--- src/rtl/rvfi_commit_queue_if.sv ---
// Bundles the allocation, completion and RVFI retire signals of the commit queue.
// Ports: flush and alloc request in, alloc grant/tag out; completion payload in;
// RVFI packet, sticky halt and sticky protocol error out.
interface rvfi_commit_queue_if #(
  parameter int DEPTH = 16,
  parameter int TAG_W = $clog2(DEPTH)
);
  logic             flush;
  logic             alloc_valid;
  logic             alloc_ready;
  logic [TAG_W-1:0] alloc_tag;
  logic             cmp_valid;
  logic [TAG_W-1:0] cmp_tag;
  logic [31:0]      cmp_inst;
  logic [63:0]      cmp_pc;
  logic [110:0]     cmp_regs;
  logic [103:0]     cmp_mem;
  logic             rvfi_valid;
  logic [63:0]      rvfi_order;
  logic [31:0]      rvfi_inst;
  logic [63:0]      rvfi_pc;
  logic [110:0]     rvfi_regs;
  logic [103:0]     rvfi_mem;
  logic             rvfi_halt;
  logic             err;

  // master: decode/writeback side that drives requests and watches the monitor outputs
  modport master (
    output flush, alloc_valid, cmp_valid, cmp_tag, cmp_inst, cmp_pc, cmp_regs, cmp_mem,
    input  alloc_ready, alloc_tag, rvfi_valid, rvfi_order, rvfi_inst, rvfi_pc,
           rvfi_regs, rvfi_mem, rvfi_halt, err
  );

  // slave: the commit queue itself
  modport slave (
    input  flush, alloc_valid, cmp_valid, cmp_tag, cmp_inst, cmp_pc, cmp_regs, cmp_mem,
    output alloc_ready, alloc_tag, rvfi_valid, rvfi_order, rvfi_inst, rvfi_pc,
           rvfi_regs, rvfi_mem, rvfi_halt, err
  );
endinterface

--- src/rtl/rvfi_commit_queue.sv ---
// In-order commit tracker: slots allocated in program order, completed out of order
// by tag, retired one packet per cycle in allocation order onto the RVFI monitor port.
// Ports: clk, rst (sync, active-high), bus (slave modport of rvfi_commit_queue_if).
module rvfi_commit_queue #(
  parameter int DEPTH = 16,
  parameter int TAG_W = $clog2(DEPTH)
) (
  input logic                clk,
  input logic                rst,
  rvfi_commit_queue_if.slave bus
);
  localparam int CNT_W = TAG_W + 1;

  logic [TAG_W-1:0] head, tail;
  logic [CNT_W-1:0] count;
  logic [DEPTH-1:0] busy, done;
  logic [63:0]      order_cnt;

  logic [31:0]  inst_q [DEPTH];
  logic [63:0]  pc_q   [DEPTH];
  logic [110:0] regs_q [DEPTH];
  logic [103:0] mem_q  [DEPTH];

  logic         valid_r, halt_r, err_r;
  logic [63:0]  order_r;
  logic [31:0]  inst_r;
  logic [63:0]  pc_r;
  logic [110:0] regs_r;
  logic [103:0] mem_r;

  logic         alloc_fire, cmp_fire, cmp_bad, retire, halt_hit;
  logic [110:0] regs_s;
  logic [103:0] mem_s;

  // No bypass: a full queue stays blocked even in a cycle that retires.
  assign bus.alloc_ready = (count != CNT_W'(DEPTH));
  assign bus.alloc_tag   = tail;

  // Flush wins over everything else happening in the same cycle.
  assign alloc_fire = bus.alloc_valid & bus.alloc_ready & ~bus.flush;
  assign cmp_fire   = bus.cmp_valid & ~bus.flush;
  // busy/done are the registered values, so a same-cycle alloc of cmp_tag reads as not busy.
  assign cmp_bad    = cmp_fire & (~busy[bus.cmp_tag] | done[bus.cmp_tag]);
  assign retire     = busy[head] & done[head] & ~bus.flush;

  // Zero the don't-care fields of the head packet before it is registered out.
  always_comb begin
    regs_s = regs_q[head];
    mem_s  = mem_q[head];
    if (regs_s[110:106] == 5'd0) regs_s[95:64] = 32'd0;
    if (regs_s[105:101] == 5'd0) regs_s[63:32] = 32'd0;
    if (regs_s[100:96]  == 5'd0) regs_s[31:0]  = 32'd0;
    mem_s[73:72] = 2'b00;
    for (int i = 0; i < 4; i++) begin
      if (!mem_s[68+i]) mem_s[32 + 8*i +: 8] = 8'd0;
      if (!mem_s[64+i]) mem_s[8*i +: 8]      = 8'd0;
    end
    halt_hit = (pc_q[head][63:32] == pc_q[head][31:0]) ||
               (inst_q[head] == 32'h0000_0063) ||
               (inst_q[head] == 32'h0000_006F) ||
               (inst_q[head] == 32'hF000_2013);
  end

  // Payload storage carries no reset; a slot is only read once its done bit is set.
  always_ff @(posedge clk) begin
    if (cmp_fire) begin
      inst_q[bus.cmp_tag] <= bus.cmp_inst;
      pc_q[bus.cmp_tag]   <= bus.cmp_pc;
      regs_q[bus.cmp_tag] <= bus.cmp_regs;
      mem_q[bus.cmp_tag]  <= bus.cmp_mem;
    end
  end

  always_ff @(posedge clk) begin
    if (rst) begin
      head      <= '0;
      tail      <= '0;
      count     <= '0;
      busy      <= '0;
      done      <= '0;
      order_cnt <= '0;
      valid_r   <= 1'b0;
      order_r   <= '0;
      inst_r    <= '0;
      pc_r      <= '0;
      regs_r    <= '0;
      mem_r     <= '0;
      halt_r    <= 1'b0;
      err_r     <= 1'b0;
    end else if (bus.flush) begin
      head    <= '0;
      tail    <= '0;
      count   <= '0;
      busy    <= '0;
      done    <= '0;
      valid_r <= 1'b0;
    end else begin
      if (cmp_bad) err_r <= 1'b1;
      // Later assignments win: retire clears the head, alloc then claims the tail.
      if (cmp_fire) done[bus.cmp_tag] <= 1'b1;
      if (retire) begin
        busy[head] <= 1'b0;
        done[head] <= 1'b0;
        head       <= head + 1'b1;
      end
      if (alloc_fire) begin
        busy[tail] <= 1'b1;
        done[tail] <= 1'b0;
        tail       <= tail + 1'b1;
      end
      if (alloc_fire && !retire)      count <= count + 1'b1;
      else if (!alloc_fire && retire) count <= count - 1'b1;

      valid_r <= retire;
      if (retire) begin
        order_r   <= order_cnt;
        order_cnt <= order_cnt + 64'd1;
        inst_r    <= inst_q[head];
        pc_r      <= pc_q[head];
        regs_r    <= regs_s;
        mem_r     <= mem_s;
        if (halt_hit) halt_r <= 1'b1;
      end
    end
  end

  assign bus.rvfi_valid = valid_r;
  assign bus.rvfi_order = order_r;
  assign bus.rvfi_inst  = inst_r;
  assign bus.rvfi_pc    = pc_r;
  assign bus.rvfi_regs  = regs_r;
  assign bus.rvfi_mem   = mem_r;
  assign bus.rvfi_halt  = halt_r;
  assign bus.err        = err_r;
endmodule
--- src/flat_wrapper.sv ---
// flat-port wrapper written by rule: the top's interface ports become plain ports
module rvfi_commit_queue_flat 
#(
  parameter int DEPTH = 16,
  parameter int TAG_W = $clog2(DEPTH)
)
  (clk, rst, bus_flush, bus_alloc_valid, bus_cmp_valid, bus_cmp_tag, bus_cmp_inst, bus_cmp_pc, bus_cmp_regs, bus_cmp_mem, bus_alloc_ready, bus_alloc_tag, bus_rvfi_valid, bus_rvfi_order, bus_rvfi_inst, bus_rvfi_pc, bus_rvfi_regs, bus_rvfi_mem, bus_rvfi_halt, bus_err);
  rvfi_commit_queue_if #(.DEPTH(DEPTH), .TAG_W(TAG_W)) bus_i ();
  input logic clk;
  input logic rst;
  input wire logic [$bits(bus_i.flush)-1:0] bus_flush;
  input wire logic [$bits(bus_i.alloc_valid)-1:0] bus_alloc_valid;
  input wire logic [$bits(bus_i.cmp_valid)-1:0] bus_cmp_valid;
  input wire logic [$bits(bus_i.cmp_tag)-1:0] bus_cmp_tag;
  input wire logic [$bits(bus_i.cmp_inst)-1:0] bus_cmp_inst;
  input wire logic [$bits(bus_i.cmp_pc)-1:0] bus_cmp_pc;
  input wire logic [$bits(bus_i.cmp_regs)-1:0] bus_cmp_regs;
  input wire logic [$bits(bus_i.cmp_mem)-1:0] bus_cmp_mem;
  output wire logic [$bits(bus_i.alloc_ready)-1:0] bus_alloc_ready;
  output wire logic [$bits(bus_i.alloc_tag)-1:0] bus_alloc_tag;
  output wire logic [$bits(bus_i.rvfi_valid)-1:0] bus_rvfi_valid;
  output wire logic [$bits(bus_i.rvfi_order)-1:0] bus_rvfi_order;
  output wire logic [$bits(bus_i.rvfi_inst)-1:0] bus_rvfi_inst;
  output wire logic [$bits(bus_i.rvfi_pc)-1:0] bus_rvfi_pc;
  output wire logic [$bits(bus_i.rvfi_regs)-1:0] bus_rvfi_regs;
  output wire logic [$bits(bus_i.rvfi_mem)-1:0] bus_rvfi_mem;
  output wire logic [$bits(bus_i.rvfi_halt)-1:0] bus_rvfi_halt;
  output wire logic [$bits(bus_i.err)-1:0] bus_err;
  assign bus_i.flush = bus_flush;
  assign bus_i.alloc_valid = bus_alloc_valid;
  assign bus_i.cmp_valid = bus_cmp_valid;
  assign bus_i.cmp_tag = bus_cmp_tag;
  assign bus_i.cmp_inst = bus_cmp_inst;
  assign bus_i.cmp_pc = bus_cmp_pc;
  assign bus_i.cmp_regs = bus_cmp_regs;
  assign bus_i.cmp_mem = bus_cmp_mem;
  assign bus_alloc_ready = bus_i.alloc_ready;
  assign bus_alloc_tag = bus_i.alloc_tag;
  assign bus_rvfi_valid = bus_i.rvfi_valid;
  assign bus_rvfi_order = bus_i.rvfi_order;
  assign bus_rvfi_inst = bus_i.rvfi_inst;
  assign bus_rvfi_pc = bus_i.rvfi_pc;
  assign bus_rvfi_regs = bus_i.rvfi_regs;
  assign bus_rvfi_mem = bus_i.rvfi_mem;
  assign bus_rvfi_halt = bus_i.rvfi_halt;
  assign bus_err = bus_i.err;
  rvfi_commit_queue #(.DEPTH(DEPTH), .TAG_W(TAG_W)) u_core (.clk(clk), .rst(rst), .bus(bus_i));
endmodule
--- config.mk ---
export PLATFORM = sky130hd
export DESIGN_NAME = rvfi_commit_queue_flat
export DESIGN_NICKNAME = d
export VERILOG_FILES = /design/src/rtl/rvfi_commit_queue_if.sv /design/src/rtl/rvfi_commit_queue.sv /design/src/flat_wrapper.sv
export SDC_FILE = /design/constraint.sdc
export NUM_CORES = 2
export LEC_CHECK = 0
export CAP_MARGIN = 30
export CORE_ASPECT_RATIO = 1.4
export CORE_MARGIN = 8
export CORE_UTILIZATION = 55
export DETAILED_ROUTE_END_ITERATION = 16
export DONT_BUFFER_PORTS = 1
export PLACE_DENSITY = 0.67
export SETUP_SLACK_MARGIN = 0.15
export SYNTH_ARGS = -nofsm -noshare
export SYNTH_HDL_FRONTEND = slang
export SYNTH_MEMORY_MAX_BITS = 65536
export SYNTH_SLANG_ARGS = --single-unit
export TNS_END_PERCENT = 30
--- constraint.sdc ---
create_clock -name clk -period 32.1 [get_ports clk]
set_input_delay 6.42 -clock clk [delete_from_list [all_inputs] [get_ports clk]]
set_output_delay 6.42 -clock clk [all_outputs]
set_load 0.01 [all_outputs]
## After elaboration in Yosys (flattened, before gate mapping)

Memories as Yosys holds them, arrays and structs flattened. A register that Yosys moved wholly into a read port is not among the register bits.
Cells that the tools add are included.

- Bits in registers: 485
- Latch bits: 0
- Bits in writable memories: 4976
- Memory bits (read-only): 0
- Bits of input ports: 320
- Output and inout port bits: 383
- Logic and storage cells: 116
- Memories kept: 4

- Add/subtract/negate cells: 5
- $mul: 0
- Divide/modulo/power cells: 0
- Order comparisons: 6
- Equality and inequality tests: 5
- Shifts and indexed selects: 0
- Multiplexer cells: 48
- Bitwise gates (word level): 16
- Reduce and logical (&&, ||, !) cells: 18

Memories:

| name | depth | width | rd ports | clocked after memory_dff | write ports | line | text |
|---|---|---|---|---|---|---|---|
| u_core.regs_q | 16 | 111 | 1 | 1 | 1 | rvfi_commit_queue.sv:21 | `logic [110:0] regs_q [DEPTH];` |
| u_core.mem_q | 16 | 104 | 1 | 1 | 1 | rvfi_commit_queue.sv:22 | `logic [103:0] mem_q [DEPTH];` |
| u_core.pc_q | 16 | 64 | 1 | 1 | 1 | rvfi_commit_queue.sv:20 | `logic [63:0] pc_q [DEPTH];` |
| u_core.inst_q | 16 | 32 | 1 | 1 | 1 | rvfi_commit_queue.sv:19 | `logic [31:0] inst_q [DEPTH];` |

Operators with widths:

| kind | count |
|---|---|
| 16-bit 2-to-1 mux | 11 |
| 32-bit 2-to-1 mux | 3 |
| 64-bit by 1-bit adder with 64-bit output, second input constant | 1 |
| 32-bit by 7-bit equality test with 1-bit output, second input constant | 2 |
| 8-bit 2-to-1 mux | 8 |
| 16-bit AND | 3 |
| 32-bit equality test | 1 |
| 32-bit equality test, second input constant | 1 |
| 4-bit 2-to-1 mux | 8 |
| 16-bit inverter | 2 |
| 16-bit bitwise OR | 2 |
| 1-bit binary-select mux with 4-bit select | 4 |
| 5-bit logical NOT | 3 |
| 4-bit by 5-bit less-than comparator with 1-bit output, second input constant | 3 |
| 1-bit demux with 4-bit select | 3 |
| 4-bit by 1-bit >= comparator with 1-bit output, second input constant | 3 |
| 5-bit 2-to-1 mux | 2 |
| 1-bit 2-to-1 mux | 9 |
| 4-bit by 1-bit adder with 4-bit output, second input constant | 2 |
| 1-bit AND | 6 |
| 5-bit by 1-bit adder with 5-bit output, second input constant | 1 |
| 1-bit logical AND | 5 |
| 5-bit != test, second input constant | 1 |
| 5-bit by 1-bit subtractor with 5-bit output, second input constant | 1 |
| other kinds (8) | 13 |

## Depth between registers and ports, before layout

- Depth after elaboration: 14
- Depth in mapped cells: 16
- Gate-level depth less buffers: 14

## Least setup slack after synthesis

Ideal clock, no wire load.

- Path kind: in2reg
- Start: input port bus_flush
- End: memory u_core.inst_q[0][0], enable pin
- Setup time: 1.360 ns
- Data arrival time: 28.149 ns
- Path slack: 2.591 ns
- Stages on the path: 4
- Cells stage by stage: clkbuf_1 > nor2b_1 > or3b_2 > nor3_1

- Cells in the longest elaborated chain, start to end: 4

Ends and longest elaborated chain:

| item | line | text |
|---|---|---|
| start: declaration | flat_wrapper.sv:11 | `input wire logic [$bits(bus_i.flush)-1:0] bus_flush;` |
| 1-bit inverter | rvfi_commit_queue.sv:41 | `assign cmp_fire = bus.cmp_valid & ~bus.flush;` |
| 1-bit AND | rvfi_commit_queue.sv:41 |  |
| 1-bit 2-to-1 mux | rvfi_commit_queue.sv:66 | `if (cmp_fire) begin` |
| 1-bit 2-to-1 mux (implied by the code) | rvfi_commit_queue.sv:67 | `inst_q[bus.cmp_tag] <= bus.cmp_inst;` |
| end: declaration | rvfi_commit_queue.sv:19 |  |

No other way between the ends.

## Worst setup path in the final report

- Start: input port bus_cmp_valid
- End: memory u_core.regs_q[8][39], enable pin

- Cells in the longest elaborated chain, start to end: 3

Ends and longest elaborated chain:

| item | line | text |
|---|---|---|
| start: declaration | flat_wrapper.sv:13 | `input wire logic [$bits(bus_i.cmp_valid)-1:0] bus_cmp_valid;` |
| 1-bit AND | rvfi_commit_queue.sv:41 |  |
| 1-bit 2-to-1 mux | rvfi_commit_queue.sv:66 |  |
| 1-bit 2-to-1 mux (implied by the code) | rvfi_commit_queue.sv:69 | `regs_q[bus.cmp_tag] <= bus.cmp_regs;` |
| end: declaration | rvfi_commit_queue.sv:21 |  |

No other way between the ends.

==> impl_metrics.tcl <==
set metrics [dict create \
    synth.yosys.seq_area_share_pct 77.54 \
    slew_headroom_pct -66.96 \
    wirelength_mm 497.5 \
    coreArea_um2 369300 \
    hp-class "flop to flop" \
    hold_buffers 0 \
    htree_levels 5 \
    hold_depth 2 \
    netlist_area_um2 204100 \
    ir_drop_v 0.00005869 \
    critical_path_class "primary input to flop" \
    p_leak_nw 67.71 \
    first_pass_iters 6 \
    arrival_ps 11260 \
    switchingPower_mw 2.644 \
    cts.path.max_buffers 4 \
    crit_buf_inv 5 \
    path_delay_family "buffers and inverters" \
    power_frac_seq_pct 56.9 \
    synth_flop_cell "edfxtp_1" \
    final_max_slew_viol_count 169 \
    globalplace.congestion 0.8143 \
    antenna_left 0 \
    first_global_vias 100000 \
    yosysTopAreaCell "edfxtp_1" \
    min-delay-start "u_core.order_cnt[61]$_SDFFE_PP0P_" \
    num-nets-final 9967 \
    floorplan.die_area_um2 391100 \
    synth.distinct_cells 60 \
    finalCritPeriodShare_pct 33.22 \
    rr_endpoint "u_core.bus.rvfi_regs[46]$_SDFFE_PP0P_" \
    ys_async_sr_fraction_pct 0 \
    fmax_mhz 93.77 \
    ys_warn_count 0 \
    syn_inst 9441 \
    grt_pass1_wl_mm 712.7 \
    netlist_top_cells_area "edfxtp_1, mux4_2, dfxtp_1" \
    tns_ps 0 \
    cts.clk_slew.worst_paths_ps 60 \
    critPathCaptureType "flop" \
    die_x_um 530.9 \
    first_iter_violations 9594 \
    reg2reg_setup_slack_ps 25680 \
    num-fill-cells 25250 \
    clkPwrFrac_pct 42.4 \
    yosysMostFrequentCell "edfxtp_1" \
    cap_violations 0 \
    critPathMaxFanout 46 \
    worst_pin_slew_ps 2504 \
    finalHoldViolCount 0 \
    start_kind "primary input" \
    cts-root-buf "clkbuf_16" \
    antenna_found_initial 13 \
    cp.required_ps 32700 \
    outcome "finished with violations" \
    slowest_stage "buf_4" \
    initial_utilization_pct 55.27 \
    num_vias 95950 \
    p_comb_share_pct 0.7 \
    ys_seq_elements 5433 \
    port_buffers 0 \
    power_density_nw_per_um2 60.49 \
    cp_common_cell "buf_4" \
    grt_max_degree 442 \
    clock_sinks 5433 \
    ctsResizeCount 0 \
    rsz0062_at_grt "no" \
    cts_setup_buffers 0 \
    areaGrowthSynthToFinish_pct 11.06 \
    drive_gt1_share_pct 24.38 \
    power.total_mw 13.71 \
    p_int_mw 11.07 \
    period_needed_ps 10660 \
    crit_chain "nor2b_1 -> or3b_2 -> nor2_4 -> buf_12 -> buf_4 -> buf_4 -> buf_4 -> buf_4" \
    critical_path.startpoint "bus_cmp_valid" \
    pin_count 703 \
    min_to "u_core.bus.rvfi_order[61]$_SDFFE_PP0P_" \
    violations "slew limit" \
    fp-row-count 264 \
    skew_ps 72.35 \
    setup_viol 0 \
    worst_skew_pair.late_latency_ps 1010 \
    grtUsageTotal_pct 25.12 \
    post-dp-hpwl_mm 274.2 \
    synthTopCellsByCount "edfxtp_1, mux4_2, nand2_1" \
    route.detailed.drc 0 \
    cts_buffers 483 \
    slowest_delay_ps 890 \
    fp.dieH_um 736.8 \
    synth-edff-count 4944 \
    wl_per_cell_um 33.19 \
    grt-ovfl-total 0 \
    switching_share_pct 19.28 \
    rr_worst_depth 12 \
    cts_tree "yes" \
    synth.top_cell.area_share_pct 72.74 \
    viasPerCell 6.402 \
    synth_area_per_cell_um2 21.62 \
]
## state kept, by name, indices dropped and copies added (netlist names), named ones only
signal / count
u_core.bus.rvfi_mem: 102
u_core.bus.rvfi_inst: 32
u_core.bus.alloc_tag: 4
u_core.bus.rvfi_halt: 1
u_core.busy: 16
u_core.done: 16
u_core.bus.rvfi_order: 64
u_core.head: 4
u_core.inst_q: 512
u_core.count: 5
u_core.regs_q: 1776
u_core.bus.rvfi_valid: 1
u_core.mem_q: 1632
u_core.bus.rvfi_pc: 64
u_core.order_cnt: 64
u_core.pc_q: 1024
u_core.bus.err: 1
u_core.bus.rvfi_regs: 111
## per-layer routing
layer  track usage (%)  share of wire [%]  up-vias
li1                  -                  -    39440
met1             32.37                 37    52080
met4             6.229                2.7        0
met3             6.505                9.2      677
met5                 0                  0        -
met2             43.14                 51     3747
## cell type report
type	count	area (um^2)	share of cell area (%)
inverter	26	112.6	0.04968
tap	4921	6157	2.716
antenna	2	5.005	0.002208
timing repair buffer	229	2587	1.141
clock inverter	261	2659	1.173
clock buffer	656	13390	5.906
sequential	5433	158300	69.82
multi-input combinational	3460	43510	19.19
## worst reg2reg max path, delay by kind of cell, from the launching register on
kind	cells	cell delay, ps
flip-flops	1	900
AO/OA/AOI/OAI	1	60
multiplexers	2	1120
buffers and inverters	8	3990
AND/OR/NAND/NOR	1	110
## kinds of logic after synthesis
group / after synthesis / synth area share [%]
other cells: 1 / 0.001837
compound gates: 688 / 1.930
xor+xnor: 93 / 0.3991
simple gates: 1153 / 2.524
flops: 5433 / 77.54
fa+ha+maj: 14 / 0.08950
buf+inv: 549 / 1.232
mux: 1510 / 16.29
## worst max path at each step
stage                                           to  cells after the start  slack (ps)
floorplan            u_core.inst_q[0][0]$_DFFE_PP_                      4        2590
global placement    u_core.regs_q[8][40]$_DFFE_PP_                      7       19950
detailed placement  u_core.regs_q[8][51]$_DFFE_PP_                      8       20390
CTS                 u_core.regs_q[8][52]$_DFFE_PP_                      8       21500
global route         u_core.mem_q[8][24]$_DFFE_PP_                      8       21460
finish              u_core.regs_q[8][39]$_DFFE_PP_                      8       21440
## cells in the final DEF, fill, tap and decap left out, types with 42 or more instances in the layout
master | netlist | final
a21oi_1 | 449 | 449
a22oi_1 | 84 | 84
buf_4 | 47 | 174
clkbuf_1 | 282 | 109
clkbuf_16 | 0 | 487
clkbuf_8 | 0 | 56
clkinv_1 | 1 | 70
clkinv_2 | 0 | 98
dfxtp_1 | 489 | 485
edfxtp_1 | 4944 | 4944
mux2i_1 | 60 | 60
mux4_2 | 1449 | 1449
nand2_1 | 675 | 675
nand2b_1 | 103 | 103
nand3_1 | 92 | 92
nor2_1 | 116 | 102
o21ai_0 | 42 | 42
xnor2_1 | 55 | 55
## stage by stage
stage	hold slack (ps)	std cells	worst slack, ps	cell area [um^2]	utilization (%)
6_report	482.4	14990	21440	226700	61.38
5_1_grt	502.8	14990	21460	226700	61.38
4_1_cts	484.3	14970	21500	226300	61.28
3_5_place_dp	476.0	14060	20390	210300	56.94
3_3_place_gp	463.5	14030	19950	209800	56.80
2_1_floorplan	444.3	9442	2591	204100	-
## power by group through the flow
| stage | clock network [mW] | logic (mW) | registers, mW |
|---|---|---|---|
| after floorplan | 0 | 0.0611 | 7.98 |
| after global placement | 0 | 0.0904 | 7.95 |
| after detailed placement | 0 | 0.0920 | 7.96 |
| after CTS | 5.91 | 0.0922 | 7.81 |
| after global routing | 6.16 | 0.0947 | 7.81 |
| final | 5.82 | 0.0909 | 7.81 |
(Power assumes the default switching activity.)
